**src/rtl/fetch_redirect_sched.sv**
```systemverilog
// fetch_redirect_sched: IF0 fetch-PC owner. Arbitrates backend, IF3 and NLP
// redirects, sequences the slot-1 delay-slot fetch, buffers a redirect that
// arrives while fetch is paused, and raises the front-end flush pulses.
module fetch_redirect_sched #(
   parameter logic [31:0] RESET_PC = 32'hBFC0_0000,
   parameter int          CNT_W    = 16
) (
   input  logic             clk,
   input  logic             rst,
   input  logic             flush,
   input  logic             pause,
   input  logic             bk_valid,
   input  logic             bk_redirect,
   input  logic [31:0]      bk_pc,
   output logic             bk_ready,
   input  logic             if3_redirect,
   input  logic [31:0]      if3_pc,
   input  logic             nlp_v0,
   input  logic             nlp_v1,
   input  logic             nlp_tk0,
   input  logic             nlp_tk1,
   input  logic [31:0]      nlp_tgt0,
   input  logic [31:0]      nlp_tgt1,
   input  logic [31:0]      fall_pc,
   output logic [31:0]      pc,
   output logic             flush_front,
   output logic             flush_if3,
   output logic [CNT_W-1:0] redir_cnt
);

   typedef enum logic [1:0] {RUN, DS_WAIT, PEND} state_t;
   typedef enum logic {SRC_BK, SRC_IF3} src_t;

   state_t      state;
   src_t        pend_src;
   logic [31:0] pend_pc;
   logic [31:0] ds_tgt;
   logic        pend_bk;
   logic        bk_acc;

   // Saturating increment: the counter sticks at all-ones.
   function automatic logic [CNT_W-1:0] sat_inc(input logic [CNT_W-1:0] v);
      return (&v) ? v : v + CNT_W'(1);
   endfunction

   // A buffered backend redirect blocks further backend handshakes until it is applied.
   assign pend_bk  = (state == PEND) && (pend_src == SRC_BK);
   assign bk_ready = !pend_bk;
   assign bk_acc   = bk_valid && bk_redirect && bk_ready;

   // PC register, redirect state machine, registered flush pulses and counter.
   always_ff @(posedge clk) begin
      if (rst) begin
         pc          <= RESET_PC;
         state       <= RUN;
         pend_src    <= SRC_IF3;
         pend_pc     <= '0;
         ds_tgt      <= '0;
         flush_front <= 1'b0;
         flush_if3   <= 1'b0;
         redir_cnt   <= '0;
      end else if (flush) begin
         // Same as reset except the redirect counter survives.
         pc          <= RESET_PC;
         state       <= RUN;
         pend_src    <= SRC_IF3;
         pend_pc     <= '0;
         ds_tgt      <= '0;
         flush_front <= 1'b0;
         flush_if3   <= 1'b0;
      end else begin
         flush_front <= 1'b0;
         flush_if3   <= 1'b0;
         if (!pause) begin
            if (bk_acc) begin
               pc          <= bk_pc;
               flush_front <= 1'b1;
               flush_if3   <= 1'b1;
               state       <= RUN;
               redir_cnt   <= sat_inc(redir_cnt);
            end else if (state == PEND) begin
               pc          <= pend_pc;
               flush_front <= 1'b1;
               flush_if3   <= (pend_src == SRC_BK);
               state       <= RUN;
               redir_cnt   <= sat_inc(redir_cnt);
            end else if (if3_redirect) begin
               pc          <= if3_pc;
               flush_front <= 1'b1;
               state       <= RUN;
               redir_cnt   <= sat_inc(redir_cnt);
            end else if (state == DS_WAIT) begin
               // Delay slot already fetched; now jump to the held slot-1 target.
               pc    <= ds_tgt;
               state <= RUN;
            end else if (nlp_v0 && nlp_tk0) begin
               pc <= nlp_tgt0;
            end else if (nlp_v1 && nlp_tk1) begin
               pc     <= fall_pc;
               ds_tgt <= nlp_tgt1;
               state  <= DS_WAIT;
            end else begin
               pc <= fall_pc;
            end
         end else begin
            // Paused: pc holds, NLP ignored; redirects are buffered (BK wins, never overwritten).
            if (bk_acc) begin
               pend_pc  <= bk_pc;
               pend_src <= SRC_BK;
               state    <= PEND;
            end else if (if3_redirect && !pend_bk) begin
               pend_pc  <= if3_pc;
               pend_src <= SRC_IF3;
               state    <= PEND;
            end
         end
      end
   end

endmodule

```
**config.mk**
```make
export PLATFORM = sky130hd
export DESIGN_NAME = fetch_redirect_sched
export DESIGN_NICKNAME = d
export VERILOG_FILES = /design/src/rtl/fetch_redirect_sched.sv
export SDC_FILE = /design/constraint.sdc
export NUM_CORES = 1
export LEC_CHECK = 0
export CORE_MARGIN = 3
export CORE_UTILIZATION = 45
export DETAILED_ROUTE_END_ITERATION = 7
export PLACE_DENSITY = 0.8
export SLEW_MARGIN = 5
export SYNTH_ARGS = -nofsm -noshare
export SYNTH_HDL_FRONTEND = slang
export SYNTH_SLANG_ARGS = --single-unit
export TNS_END_PERCENT = 1
```
**constraint.sdc**
```tcl
create_clock -name clk -period 2.4 [get_ports clk]
set_input_delay 0.72 -clock clk [delete_from_list [all_inputs] [get_ports clk]]
set_output_delay 0.72 -clock clk [all_outputs]
set_load 0.1 [all_outputs]
```
==> flow_metrics.tcl, run 1 <==
set metrics [dict create \
    setup-violations-final 0 \
    clkTransAtPathRegs_ns 0.06 \
    grt_max_degree 59 \
    clock_sinks 117 \
    timing.slew.headroom_pct 61.26 \
    worst_path_max_delay_cell "clkdlybuf4s50_1" \
    reg2reg_slack_ns 0.46 \
    critPathBufInv 3 \
    clock.fmax_ghz 0.4311 \
    period_needed_ns 2.319 \
    crit_end "ds_tgt[15]" \
    r2r-start "state[0]" \
    post-route-util_pct 70.33 \
    grt_pass1_vias 6752 \
    cts_buffer_depth 2 \
    rsz0062_at_grt "no" \
    cp.required_ns 2.69 \
    tightest_slew_ns 0.5772 \
    status "finished, final reports clean" \
    gp_congestion 0.9288 \
    hpwl_mm 16.04 \
    design_area_mm2 0.009388 \
    power_frac_clock_pct 45.9 \
    first_iter_violations 884 \
    holdCritStartpoint "pend_pc[17]" \
    crit_type "in -> reg" \
    drtAntennaViolNets 0 \
    path_depth 7 \
    clock_latency_ns 0.41 \
    fin_skew_ns 0.005779 \
    crit_path_start_kind "input pin" \
    async_flop_share_pct 0 \
    wl_per_cell_um 19.05 \
    cts_buffers 17 \
    crit_family "buffers and inverters" \
    vias_per_cell 6.056 \
    fin_ws_ns 0.08056 \
    dr.pass1.iters 8 \
    synth_top_area_share_pct 37.93 \
    die_w_um 123.1 \
    root_buffer "clkbuf_16" \
    via_count 7237 \
    reg2regPathDepth 5 \
    htreeDepth 4 \
    fin_nets 1178 \
    die_y_um 123.1 \
    arrival_ns 2.61 \
    syn_to_final_growth_pct 52.04 \
    cap_violations 0 \
    synthDistinctLibCells 48 \
    hold_class "reg -> reg" \
    cts_tree "yes" \
    finalMaxSlewViolations 0 \
    cts_setup_buffers 0 \
    final_cells 1195 \
    antenna_found_initial 0 \
    drt-total-wl_mm 22.77 \
    synth_nets 964 \
    r2r_end "pc[29]" \
    seqPwrFrac_pct 34.6 \
    grt.overflow.total 0 \
    synth-seq-area-share_pct 37.93 \
    crit_path_end_kind "flop" \
    path_cells "clkdlybuf4s50_1, buf_4, a21o_1, or3_1, buf_4, o21ai_0, a21oi_1" \
    synth_seq_cells 117 \
    synth-edff-count 0 \
    max_stage_delay_ns 0.52 \
    netlist_area_mm2 0.006175 \
    max-vdd-ir-drop_v 0.0004906 \
    synthTopCellsByArea "dfxtp_1 (38%), nand2_1 (8.2%), a21oi_1 (4.3%)" \
    placed_cells 1163 \
    power_frac_comb_pct 19.4 \
    startpoint "if3_redirect" \
    cp_common_cell "buf_4" \
    ys.flop_type "dfxtp_1" \
    place_area_mm2 0.008763 \
    hold_viol 0 \
    crit_path_max_fanout 21 \
    antenna_cells 0 \
    synth_area_leader_cell "dfxtp_1" \
    synthCells 792 \
    p_sw_mw 1.581 \
    period_share_pct 96.64 \
    rows 42 \
    yosysMostFrequentCell "nand2_1" \
    cts_hold_buf 0 \
    grt_usage_pct 28.79 \
    initial_core_util_pct 46.26 \
    ios 222 \
    synth_common_cells "nand2_1 (135), dfxtp_1 (117), clkbuf_1 (64)" \
    dieArea_mm2 0.01516 \
    sw_frac_of_total_pct 27.02 \
    power_leakage_nw 3.479 \
    synth_area_per_cell_um2 7.796 \
    drcViolationCount 0 \
    yosys_warnings 0 \
    post_cts_resized 0 \
    drive_above_1_share_pct 17.76 \
    p_per_area_mw_per_mm2 623.3 \
    grt_pass1_wl_mm 34.47 \
    internal-power_mw 4.270 \
    pre_cts_slack_ns -0.3081 \
    numPortBuffers 221 \
    core_mm2 0.01335 \
]
==> layout by cell type, fill, tap and decap left out, types with 3 or more instances in the layout <==
| master | Yosys | layout |
|---|---|---|
| a311oi_1 | 18 | 18 |
| mux2i_1 | 9 | 9 |
| o31ai_1 | 9 | 9 |
| a211oi_1 | 8 | 8 |
| or4_1 | 10 | 10 |
| nand4_1 | 6 | 6 |
| nand3_1 | 37 | 37 |
| nand2b_1 | 33 | 33 |
| or3_1 | 5 | 5 |
| clkinv_2 | 0 | 3 |
| or3b_2 | 10 | 10 |
| bufinv_16 | 0 | 4 |
| o21ai_0 | 40 | 40 |
| buf_12 | 0 | 15 |
| nor2_1 | 42 | 40 |
| buf_4 | 1 | 89 |
| o221ai_1 | 23 | 23 |
| inv_1 | 5 | 5 |
| nor3_1 | 5 | 3 |
| nand2_1 | 135 | 135 |
| o21ai_1 | 8 | 8 |
| and2_1 | 4 | 4 |
| clkbuf_16 | 0 | 17 |
| dfxtp_1 | 117 | 115 |
| a21oi_1 | 53 | 53 |
| a2111o_1 | 9 | 9 |
| o22ai_1 | 9 | 9 |
| o311ai_0 | 23 | 23 |
| a31o_2 | 23 | 23 |
| clkinvlp_4 | 0 | 5 |
| nor2b_1 | 6 | 5 |
| a31oi_1 | 42 | 42 |
| clkdlybuf4s50_1 | 0 | 169 |
| a22oi_1 | 5 | 5 |
==> metrics by stage <==
| stage | TNS [ns] | power [mW] | hold WS (ns) |
|---|---|---|---|
| after floorplan | -1.036 | 2.646 | 0.4486 |
| after global placement | -15.90 | 3.181 | 0.4573 |
| after detailed placement | -19.95 | 3.187 | 0.4614 |
| after CTS | 0 | 5.849 | 0.4696 |
| after global routing | 0 | 6.009 | 0.4938 |
| final | 0 | 5.851 | 0.4686 |
==> cells by family after synthesis <==
group	count (synthesis)	synth area share [%]
and+or+nand+nor	303	23.61
AOI/OAI and AO/OA	275	30.70
DFF	117	37.93
buffers and inverters	84	5.552
muxes	12	2.006
adders and majority gates	1	0.2026
==> power by group through the flow <==
| stage | Clock [mW] | Sequential [mW] | Combinational (mW) |
|---|---|---|---|
| after global routing | 2.77 | 2.03 | 1.20 |
| after floorplan | 0 | 2.26 | 0.384 |
| final | 2.69 | 2.03 | 1.14 |
| after detailed placement | 0 | 2.07 | 1.12 |
| after global placement | 0 | 2.07 | 1.12 |
| after CTS | 2.69 | 2.03 | 1.13 |
==> worst min-delay path by stage <==
stage | to | depth (start not counted)
2_1_floorplan | ds_tgt[22] | 2
3_3_place_gp | pc[3] | 2
3_5_place_dp | pc[5] | 2
4_1_cts | pc[5] | 2
5_1_grt | pc[17] | 2
6_report | pc[17] | 2
==> area by class of cell <==
class / instances / area (um^2)
Fill cell: 1094 / 3960
Multi-Input combinational cell: 591 / 3515
Timing Repair Buffer: 274 / 2665
Sequential cell: 117 / 2345
Clock buffer: 19 / 442.9
Tap cell: 176 / 220.2
Clock inverter: 13 / 181.4
Inverter: 5 / 18.77
==> layer usage <==
layer,routed length [um],vias up,track usage [%]
met5,0,-,0
met4,818,0,12.53
met3,2187,66,5.718
met2,10610,406,46.45
met1,9149,3362,37.43
li1,-,3403,-
==> tightest hold or removal path, cell delays in order (launching register included) <==
cell and delay, ns:
dfxtp_1 0.31, nand2_1 0.05, a31oi_1 0.07
==> registers in the layout, summed over array words and instances (netlist names) <==
| name | flops |
|---|---|
| flush_if3 | 1 |
| pc | 32 |
| pend_src | 1 |
| ds_tgt | 32 |
| flush_front | 1 |
| pend_pc | 32 |
| state | 2 |
| redir_cnt | 16 |
No activity file was read; power rests on OpenSTA's default activity.
==> run 2, diff against run 1 <==
--- a/config.mk
+++ b/config.mk
@@ -5,7 +5,8 @@
 export SDC_FILE = /design/constraint.sdc
 export NUM_CORES = 1
 export LEC_CHECK = 0
-export CORE_MARGIN = 3
+export CAP_MARGIN = 20
+export CORE_MARGIN = 8
 export CORE_UTILIZATION = 45
 export DETAILED_ROUTE_END_ITERATION = 7
 export PLACE_DENSITY = 0.8
==> flow_metrics.tcl, run 2 (synthesized netlist as in run 1, its figures left out) <==
set metrics [dict create \
    dieArea_mm2 0.01773 \
    clock.fmax_ghz 0.4374 \
    pre_cts_slack_ns -0.2014 \
    htreeDepth 4 \
    cap_violations 0 \
    hold_viol 0 \
    arrival_ns 1.57 \
    hold_ws_ns 0.4651 \
    cp.required_ns 1.68 \
    final_cell_mix "clkdlybuf4s50_1 (169), nand2_1 (134), dfxtp_1 (115)" \
    initial_core_util_pct 45.18 \
    path_cells "or3b_1, buf_12" \
    cts_setup_buffers 0 \
    timing.slew.headroom_pct 63.26 \
    clock_latency_ns 0.42 \
    clkTransAtPathRegs_ns 0.06 \
    dr.pass1.iters 5 \
    drive_above_1_share_pct 18.32 \
    gp_congestion 0.9484 \
    setup-violations-final 0 \
    die_w_um 133.1 \
    grt_usage_pct 26.22 \
    tightest_slew_ns 0.5442 \
    drtAntennaViolNets 0 \
    first_iter_violations 672 \
    final_common_cell "clkdlybuf4s50_1" \
    cts_buffers 17 \
    die_y_um 133.1 \
    grt.overflow.total 0 \
    hold_path_depth 2 \
    vias_per_cell 6.042 \
    p_per_area_mw_per_mm2 616.5 \
    via_count 7262 \
    core_mm2 0.01367 \
    placed_cells 1170 \
    syn_to_final_growth_pct 51.96 \
    drt-total-wl_mm 23.72 \
    rsz0062_at_grt "no" \
    power_leakage_nw 3.506 \
    wl_per_cell_um 19.73 \
    worst_path_max_delay_cell "or3b_1" \
    holdCritStartpoint "pend_pc[2]" \
    ios 222 \
    finalMaxSlewViolations 0 \
    reg2reg_slack_ns 0.40 \
    reg.largest.list "ds_tgt: 32 flops, pc: 32 flops, pend_pc: 32 flops" \
    hold_class "reg -> reg" \
    cts_hold_buf 0 \
    period_share_pct 95.27 \
    fin_skew_ns 0.006374 \
    status "finished, final reports clean" \
    grt_max_degree 42 \
    cts_tree "yes" \
    final_cells 1202 \
    r2r-start "state[1]" \
    crit_path_end_kind "output pin" \
    hold_end "pc[2]" \
    r2r_end "pc[27]" \
    period_needed_ns 2.286 \
    fin_nets 1181 \
    startpoint "state[1]" \
    max_stage_delay_ns 0.51 \
    reg2regPathDepth 4 \
    post_cts_resized 0 \
    crit_path_max_fanout 7 \
    antenna_found_initial 1 \
    clock_sinks 117 \
    grt_pass1_wl_mm 37.93 \
    critPathBufInv 1 \
    numPortBuffers 221 \
    fin_ws_ns 0.1136 \
    hpwl_mm 16.80 \
    crit_family "simple AND/OR/NAND/NOR gates" \
    crit_path_start_kind "flop" \
    drcViolationCount 0 \
    cts_buffer_depth 2 \
    max-vdd-ir-drop_v 0.0005982 \
    crit_type "reg -> out" \
    grt_pass1_vias 7477 \
    root_buffer "clkbuf_16" \
    p_total_mw 5.784 \
    rows 43 \
]
## run 2: cell types whose count changed in the layout (fill, tap and decap cells not counted), moves of 2 or more
cell and change:
buf_12 -2, clkinvlp_4 -4, buf_4 +5, clkinv_2 +3
clkbuf_8 +3
## run 2: worst min-delay path: stages, from the launching register on
cell and delay, ns:
dfxtp_1 0.30, nand2_1 0.05, a31oi_1 0.07
## run 2: where the power goes
group	internal (mW)	leakage, nW	switching [mW]	total [mW]
Clock	1.72	0.304	0.896	2.62
Sequential	2.00	0.951	0.0298	2.03
Combinational	0.515	2.25	0.621	1.14
## run 2: final cells by class
type	count	area, um^2
antenna	1	2.502
clock buffer	21	480.5
clock inverter	10	127.6
fill	1162	4283
inverter	5	18.77
multi-input combinational	591	3521
sequential	117	2345
tap	180	225.2
timing repair buffer	277	2663
## run 2: through the flow
step / instance area [um^2] / util (%) / setup TNS, ns
4_1_cts: 9380 / 68.64 / 0
5_1_grt: 9383 / 68.66 / 0
3_3_place_gp: 8772 / 64.19 / -8.457
2_1_floorplan: 6177 / - / -1.036
3_5_place_dp: 8772 / 64.19 / -13.37
6_report: 9383 / 68.66 / 0
## run 2: layer usage
| metal | part of all wire [%] | vias to the layer above | track usage [%] | routed length (um) |
|---|---|---|---|---|
| li1 | - | 3399 | - | - |
| met1 | 40 | 3416 | 30.46 | 9557 |
| met2 | 48 | 379 | 42.72 | 11280 |
| met3 | 8.1 | 68 | 7.643 | 1930 |
| met4 | 4.0 | 0 | 14.35 | 950 |
| met5 | 0 | - | 0 | 0 |
## run 2: worst max path at each step
stage                          to  slack (ns)  cells past startpoint
CTS                      bk_ready        0.10                      2
global route             bk_ready        0.05                      2
global placement    redir_cnt[15]       -0.18                      5
detailed placement  redir_cnt[15]       -0.20                      5
floorplan            redir_cnt[0]       -0.11                      6
finish                   bk_ready        0.11                      2
